<file path="src/rtl/unary_pkg.sv">
// Shared types and width helpers for the unary arithmetic units.
package unary_pkg;

  typedef enum logic [1:0] {
    IDLE    = 2'd0,
    COLLECT = 2'd1,
    HOLD    = 2'd2
  } unary_dec_state_t;

  // Bits needed to hold a count in 0..n.
  function automatic int unsigned count_width(input int unsigned n);
    return $clog2(n + 1);
  endfunction

endpackage

</file>
<file path="src/rtl/unary_bound_tracker.sv">
// Ones/bit counters for a unary frame plus the progressive bounds derived from them.
module unary_bound_tracker
  import unary_pkg::*;
#(
  parameter  int unsigned INPUT_WIDTH = 32,
  parameter  int unsigned EPSILON     = 0,
  localparam int unsigned CW          = count_width(INPUT_WIDTH)
) (
  input  logic          clk,
  input  logic          reset,
  input  logic          i_clear,
  input  logic          i_load,
  input  logic          i_inc,
  input  logic          i_bit,
  input  logic          i_collect,
  output logic [CW-1:0] o_bits_seen,
  output logic [CW-1:0] o_lower_bound,
  output logic [CW-1:0] o_upper_bound_c,
  output logic [CW-1:0] o_estimate_c,
  output logic          o_early_settled_c
);

  logic [CW-1:0] r_bits;
  logic [CW-1:0] r_lower;
  logic [CW-1:0] w_remaining;
  logic [CW-1:0] w_upper;
  logic [CW:0]   w_sum;

  always_ff @(posedge clk) begin
    if (!reset) begin
      r_bits  <= '0;
      r_lower <= '0;
    end else if (i_clear) begin
      r_bits  <= '0;
      r_lower <= '0;
    end else if (i_load) begin
      r_bits  <= CW'(1);
      r_lower <= CW'(i_bit);
    end else if (i_inc) begin
      r_bits  <= r_bits + CW'(1);
      r_lower <= r_lower + CW'(i_bit);
    end
  end

  // Unseen bits could all still be ones, so they widen the upper bound.
  always_comb begin
    w_remaining = CW'(INPUT_WIDTH) - r_bits;
    w_upper     = r_lower + w_remaining;
    w_sum       = {1'b0, r_lower} + {1'b0, w_upper};
  end

  assign o_bits_seen       = r_bits;
  assign o_lower_bound     = r_lower;
  assign o_upper_bound_c   = w_upper;
  assign o_estimate_c      = w_sum[CW:1];
  assign o_early_settled_c = i_collect && (w_remaining <= CW'(EPSILON));

endmodule

</file>
<file path="src/rtl/unary_stream_decoder.sv">
// Converts a unary bitstream frame back to a binary count behind a ready/valid handshake.
module unary_stream_decoder
  import unary_pkg::*;
#(
  parameter  int unsigned INPUT_WIDTH = 32,
  parameter  int unsigned EPSILON     = 0,
  localparam int unsigned COUNT_WIDTH = count_width(INPUT_WIDTH)
) (
  input  logic                   clk,
  input  logic                   reset,
  input  logic                   stream_bit,
  input  logic                   stream_valid,
  input  logic                   result_ready,
  output logic [COUNT_WIDTH-1:0] result,
  output logic                   result_valid,
  output logic [COUNT_WIDTH-1:0] lower_bound,
  output logic [COUNT_WIDTH-1:0] upper_bound,
  output logic [COUNT_WIDTH-1:0] estimate,
  output logic                   early_settled,
  output logic [COUNT_WIDTH-1:0] bits_seen,
  output logic                   busy,
  output logic                   dropped
);

  localparam int unsigned CW = COUNT_WIDTH;

  unary_dec_state_t r_state;
  unary_dec_state_t w_next;
  logic [CW-1:0]    r_result;
  logic             r_result_valid;
  logic             r_dropped;
  logic             r_busy;

  logic             w_clear;
  logic             w_load;
  logic             w_inc;
  logic             w_res_load;
  logic             w_res_clr;
  logic             w_drop;
  logic [CW-1:0]    w_res_val;
  logic [CW-1:0]    w_bits;
  logic [CW-1:0]    w_lower;

  unary_bound_tracker #(
    .INPUT_WIDTH (INPUT_WIDTH),
    .EPSILON     (EPSILON)
  ) u_tracker (
    .clk               (clk),
    .reset             (reset),
    .i_clear           (w_clear),
    .i_load            (w_load),
    .i_inc             (w_inc),
    .i_bit             (stream_bit),
    .i_collect         (r_state == COLLECT),
    .o_bits_seen       (w_bits),
    .o_lower_bound     (w_lower),
    .o_upper_bound_c   (upper_bound),
    .o_estimate_c      (estimate),
    .o_early_settled_c (early_settled)
  );

  always_ff @(posedge clk) begin
    if (!reset) begin
      r_state        <= IDLE;
      r_result       <= '0;
      r_result_valid <= 1'b0;
      r_dropped      <= 1'b0;
      r_busy         <= 1'b0;
    end else begin
      r_state <= w_next;
      r_busy  <= (w_next != IDLE);
      if (w_res_load) begin
        r_result       <= w_res_val;
        r_result_valid <= 1'b1;
      end else if (w_res_clr) begin
        r_result_valid <= 1'b0;
      end
      if (w_drop) r_dropped <= 1'b1;
    end
  end

  // A single-bit frame completes on the same bit that starts it.
  always_comb begin
    w_next     = r_state;
    w_clear    = 1'b0;
    w_load     = 1'b0;
    w_inc      = 1'b0;
    w_res_load = 1'b0;
    w_res_clr  = 1'b0;
    w_drop     = 1'b0;
    w_res_val  = r_result;
    case (r_state)
      IDLE: begin
        if (stream_valid) begin
          w_load = 1'b1;
          if (INPUT_WIDTH == 1) begin
            w_next     = HOLD;
            w_res_load = 1'b1;
            w_res_val  = CW'(stream_bit);
          end else begin
            w_next = COLLECT;
          end
        end
      end
      COLLECT: begin
        if (stream_valid) begin
          w_inc = 1'b1;
          if (w_bits == CW'(INPUT_WIDTH - 1)) begin
            w_next     = HOLD;
            w_res_load = 1'b1;
            w_res_val  = w_lower + CW'(stream_bit);
          end
        end
      end
      HOLD: begin
        if (result_ready && stream_valid) begin
          w_load = 1'b1;
          if (INPUT_WIDTH == 1) begin
            w_res_load = 1'b1;
            w_res_val  = CW'(stream_bit);
          end else begin
            w_res_clr = 1'b1;
            w_next    = COLLECT;
          end
        end else if (result_ready) begin
          w_clear   = 1'b1;
          w_res_clr = 1'b1;
          w_next    = IDLE;
        end else if (stream_valid) begin
          w_drop = 1'b1;
        end
      end
      default: w_next = IDLE;
    endcase
  end

  assign result       = r_result;
  assign result_valid = r_result_valid;
  assign lower_bound  = w_lower;
  assign bits_seen    = w_bits;
  assign busy         = r_busy;
  assign dropped      = r_dropped;

endmodule

</file>
<file path="config.mk">
export PLATFORM = sky130hd
export DESIGN_NAME = unary_stream_decoder
export DESIGN_NICKNAME = d
export VERILOG_FILES = /design/src/rtl/unary_pkg.sv /design/src/rtl/unary_bound_tracker.sv /design/src/rtl/unary_stream_decoder.sv
export SDC_FILE = /design/constraint.sdc
export NUM_CORES = 1
export LEC_CHECK = 0
export ABC_CLOCK_PERIOD_IN_PS = 3450
export CAP_MARGIN = 20
export CORE_MARGIN = 5
export CORE_UTILIZATION = 30
export DETAILED_ROUTE_END_ITERATION = 16
export PLACE_DENSITY_LB_ADDON = 0.08
export SYNTH_ARGS = -nofsm -noshare
export SYNTH_HDL_FRONTEND = slang
export SYNTH_SLANG_ARGS = --single-unit
</file>
<file path="constraint.sdc">
create_clock -name clk -period 3.45 [get_ports clk]
set_clock_uncertainty 0.05 [all_clocks]
set_input_delay 0.69 -clock clk [delete_from_list [all_inputs] [get_ports clk]]
set_output_delay 0.69 -clock clk [all_outputs]
set_load 0.005 [all_outputs]
</file>
==> flow_summary.ini <==
[outcome]
outcome = finished with violations
violations = negative setup slack

[setup_path]
cp_data_required_time_ps = 2710
critical_path.startpoint = u_tracker.o_bits_seen[0]
timing.critical_path.cells = or3_4 -> xor2_4 -> ha_4 -> o21ai_2 -> o21bai_1 -> a21oi_2 -> xor2_2 -> ha_1 -> or4b_4 -> o2111ai_2 -> buf_2
critical-path-top-delay-family = simple AND/OR/NAND/NOR gates
critical_path.startpoint_type = register
timing.critical_path.buf_inv = 1
crit_fanout = 3
crit_path_max_incr_delay_ps = 520
timing.rr.start = u_tracker.o_bits_seen[3]
path_class = reg -> out
element_type_at_the_critical_path_end = output port
critPathArrivalTime_ps = 2990
cp_max_delay_cell = sky130_fd_sc_hd__or4b_4

[power_and_ir_drop]
sw_frac_of_total_pct = 27.7
power.share.combinational_pct = 31.0
leakagePower_nw = 1.10
clkPwrFrac_pct = 26.3
p_total_mw = 0.640
power-per-cell-area_nw_per_um2 = 248
irDropWorstVdd_v = 0.000141
switching_power_mw = 0.178
p_int_mw = 0.463
power.sequential.fraction_pct = 42.8

[clock_network]
clock_sinks = 23
clockRootBuffer = sky130_fd_sc_hd__clkbuf_8
clock_path_buffers = 2
htree_levels = 1
cts_tree = built
number_of_buffers_inserted_during_clock_tree_synthesis = 3
clk_latency_ps = 260
cts.clk_slew.worst_paths_ps = 80

[route]
drc = 0
vias = 1573
wl_per_cell_um = 13.4
route.antenna.remaining_nets = 0
drt_wl_total_um = 4440
count_of_tritonroute_iterations_in_the_first_routing_pass = 4
dr.first_iter.drc_count = 52
routed_via_density = 4.74

[floorplan]
die_height_um = 83.4
num_rows = 26
floorplan.io_pins = 39
core_region_area_sq_um = 5170
die_area_sq_um = 6960
floorplan.initialDensity_pct = 31.3
die_width_um = 83.4

[timing]
worstMarginPinSlew_ps = 861
final-max-slew-violation-count = 0
layout_worst_path_cycle_share_pct = 108
slew_headroom_pct = 42.2
tns_ps = -520
setup_violations = 3
hold_viol_final = 0
grt_setup_unrepaired = yes
final.min_clock_period_ps = 3730
setup_ws_ps = -284
maxClockFrequency_mhz = 268

[layout]
post_route_cells_drive_above_1_share_pct = 31.3
final_cell_mix = sky130_fd_sc_hd__buf_4 (34), sky130_fd_sc_hd__clkdlybuf4s50_1 (30), sky130_fd_sc_hd__dfxtp_1 (20)
num-nets-final = 287
syn2layout_area_growth_pct = 59.4
antenna_cells_inserted = 0
layout_commonest_cell = sky130_fd_sc_hd__buf_4
count_of_filler_cells_inserted_in_the_layout = 502

[flow_run]
maxCapViolCount = 0

[synthesis]
syn-instance-count = 186
syn-mean-instance-area_sq_um = 8.70
seq_area_frac_synth_pct = 28.5
yosysWarningCount = 0
synthesis.nets = 210
ys_seq_elements = 23
synth_edf_count = 0
ys_dominant_reg_cell = sky130_fd_sc_hd__dfxtp_1
synthArstFlopShare_pct = 0
yosys.cell_types.count = 42
syn-cell-area_sq_um = 1620

[placement]
post-place-ws_ps = -487
io_buffers = 38
routabilityCongestion = 0.793
dp.final_hpwl_um = 3500

[hold_path]
min_path_type = reg -> reg
hold_start = result_valid

[grt]
grt_pass1_wl_um = 7620
grt_max_degree = 13
grt_use_total_pct = 13.1
grt_pass1_vias = 1666
grt_remaining_overflow = 0
grt_antenna_before_repair = 0
-- state kept, by name, summed over array words and instances, names as in the netlist --
signal / cells
result_valid: 1
u_tracker.o_bits_seen: 6
busy: 1
u_tracker.o_lower_bound: 6
result: 6
dropped: 1
r_state: 2
-- area by class of cell --
| cell class | count | area [sq um] | area share, % |
|---|---|---|---|
| multi-input cells | 142 | 1220 | 47.5 |
| repair buffers | 79 | 702 | 27.2 |
| flip-flops and latches | 23 | 467 | 18.1 |
| well taps | 70 | 87.6 | 3.40 |
| inverters | 14 | 52.6 | 2.04 |
| clock buffers | 4 | 45.0 | 1.75 |
-- final timing paths --
| check | end | slack [ps] | cells after the start |
|---|---|---|---|
| max | estimate[4] | -280 | 11 |
| min | result_valid | 440 | 2 |
| max reg2reg | result[1] | 1800 | 6 |
| min reg2reg | result_valid | 440 | 2 |
-- tightest hold or removal path, cell delays in order (launching register included) --
cell                      delay [ps]
sky130_fd_sc_hd__dfxtp_1         330
sky130_fd_sc_hd__nand2_1          60
sky130_fd_sc_hd__a21oi_1          50
-- synth_stat cells, types with 4 or more instances --
cell                       count  area share [%]
sky130_fd_sc_hd__a211oi_1      4             1.9
sky130_fd_sc_hd__xor2_1       11             6.0
sky130_fd_sc_hd__inv_1        14             3.2
sky130_fd_sc_hd__nor2_1       18             4.2
sky130_fd_sc_hd__a21o_1        5             2.3
sky130_fd_sc_hd__a21oi_1      15             4.6
sky130_fd_sc_hd__o21ai_0       7             2.2
sky130_fd_sc_hd__nor3_1        4             1.2
sky130_fd_sc_hd__nand2_1      11             2.6
sky130_fd_sc_hd__xnor2_1      10             5.4
sky130_fd_sc_hd__dfxtp_1      23              28
sky130_fd_sc_hd__ha_1         17              13
-- logic make-up after synthesis --
group / count (synthesis) / share of synthesized area (%)
AO/OA/AOI/OAI: 42 / 16.3
adder cells (fa/ha/maj): 19 / 15.6
XOR/XNOR: 22 / 12.8
AND/OR/NAND/NOR: 56 / 18.9
buffers and inverters: 21 / 6.11
flip-flops: 23 / 28.5
multiplexers: 3 / 1.86
-- power groups by stage --
stage / clock network, mW / logic (mW) / registers, mW
global placement: 0 / 0.169 / 0.279
finish: 0.168 / 0.198 / 0.274
floorplan: 0 / 0.0791 / 0.280
detailed placement: 0 / 0.172 / 0.280
global route: 0.189 / 0.218 / 0.275
CTS: 0.176 / 0.191 / 0.274
-- routing by layer --
| metal | up-vias | wire length [um] | track usage [%] |
|---|---|---|---|
| met2 | 30 | 2290 | 24.3 |
| met1 | 749 | 1990 | 15.8 |
| met4 | 0 | 20 | 1.90 |
| li1 | 792 | - | - |
| met3 | 2 | 145 | 2.57 |
| met5 | - | 0 | 0 |
-- metrics by stage --
step           std cells  utilization, %  hold WS [ps]  instance area (sq um)
3_5_place_dp         320            44.5           421                   2300
6_report             332            49.9           436                   2580
5_1_grt              332            49.9           462                   2580
3_3_place_gp         320            44.5           410                   2300
2_1_floorplan        186               -           411                   1630
4_1_cts              331            48.5           435                   2510
-- what timing repair did --
action                     4_1_cts  5_1_grt
pin swaps                       18       12
setup endpoints to repair        7        6
hold endpoints to repair         0        0
resized for setup               46       11
gates cloned                     0        0
hold buffers                     0        0
setup buffers                    7        3
Note: power is estimated with default switching activity, not from simulation.
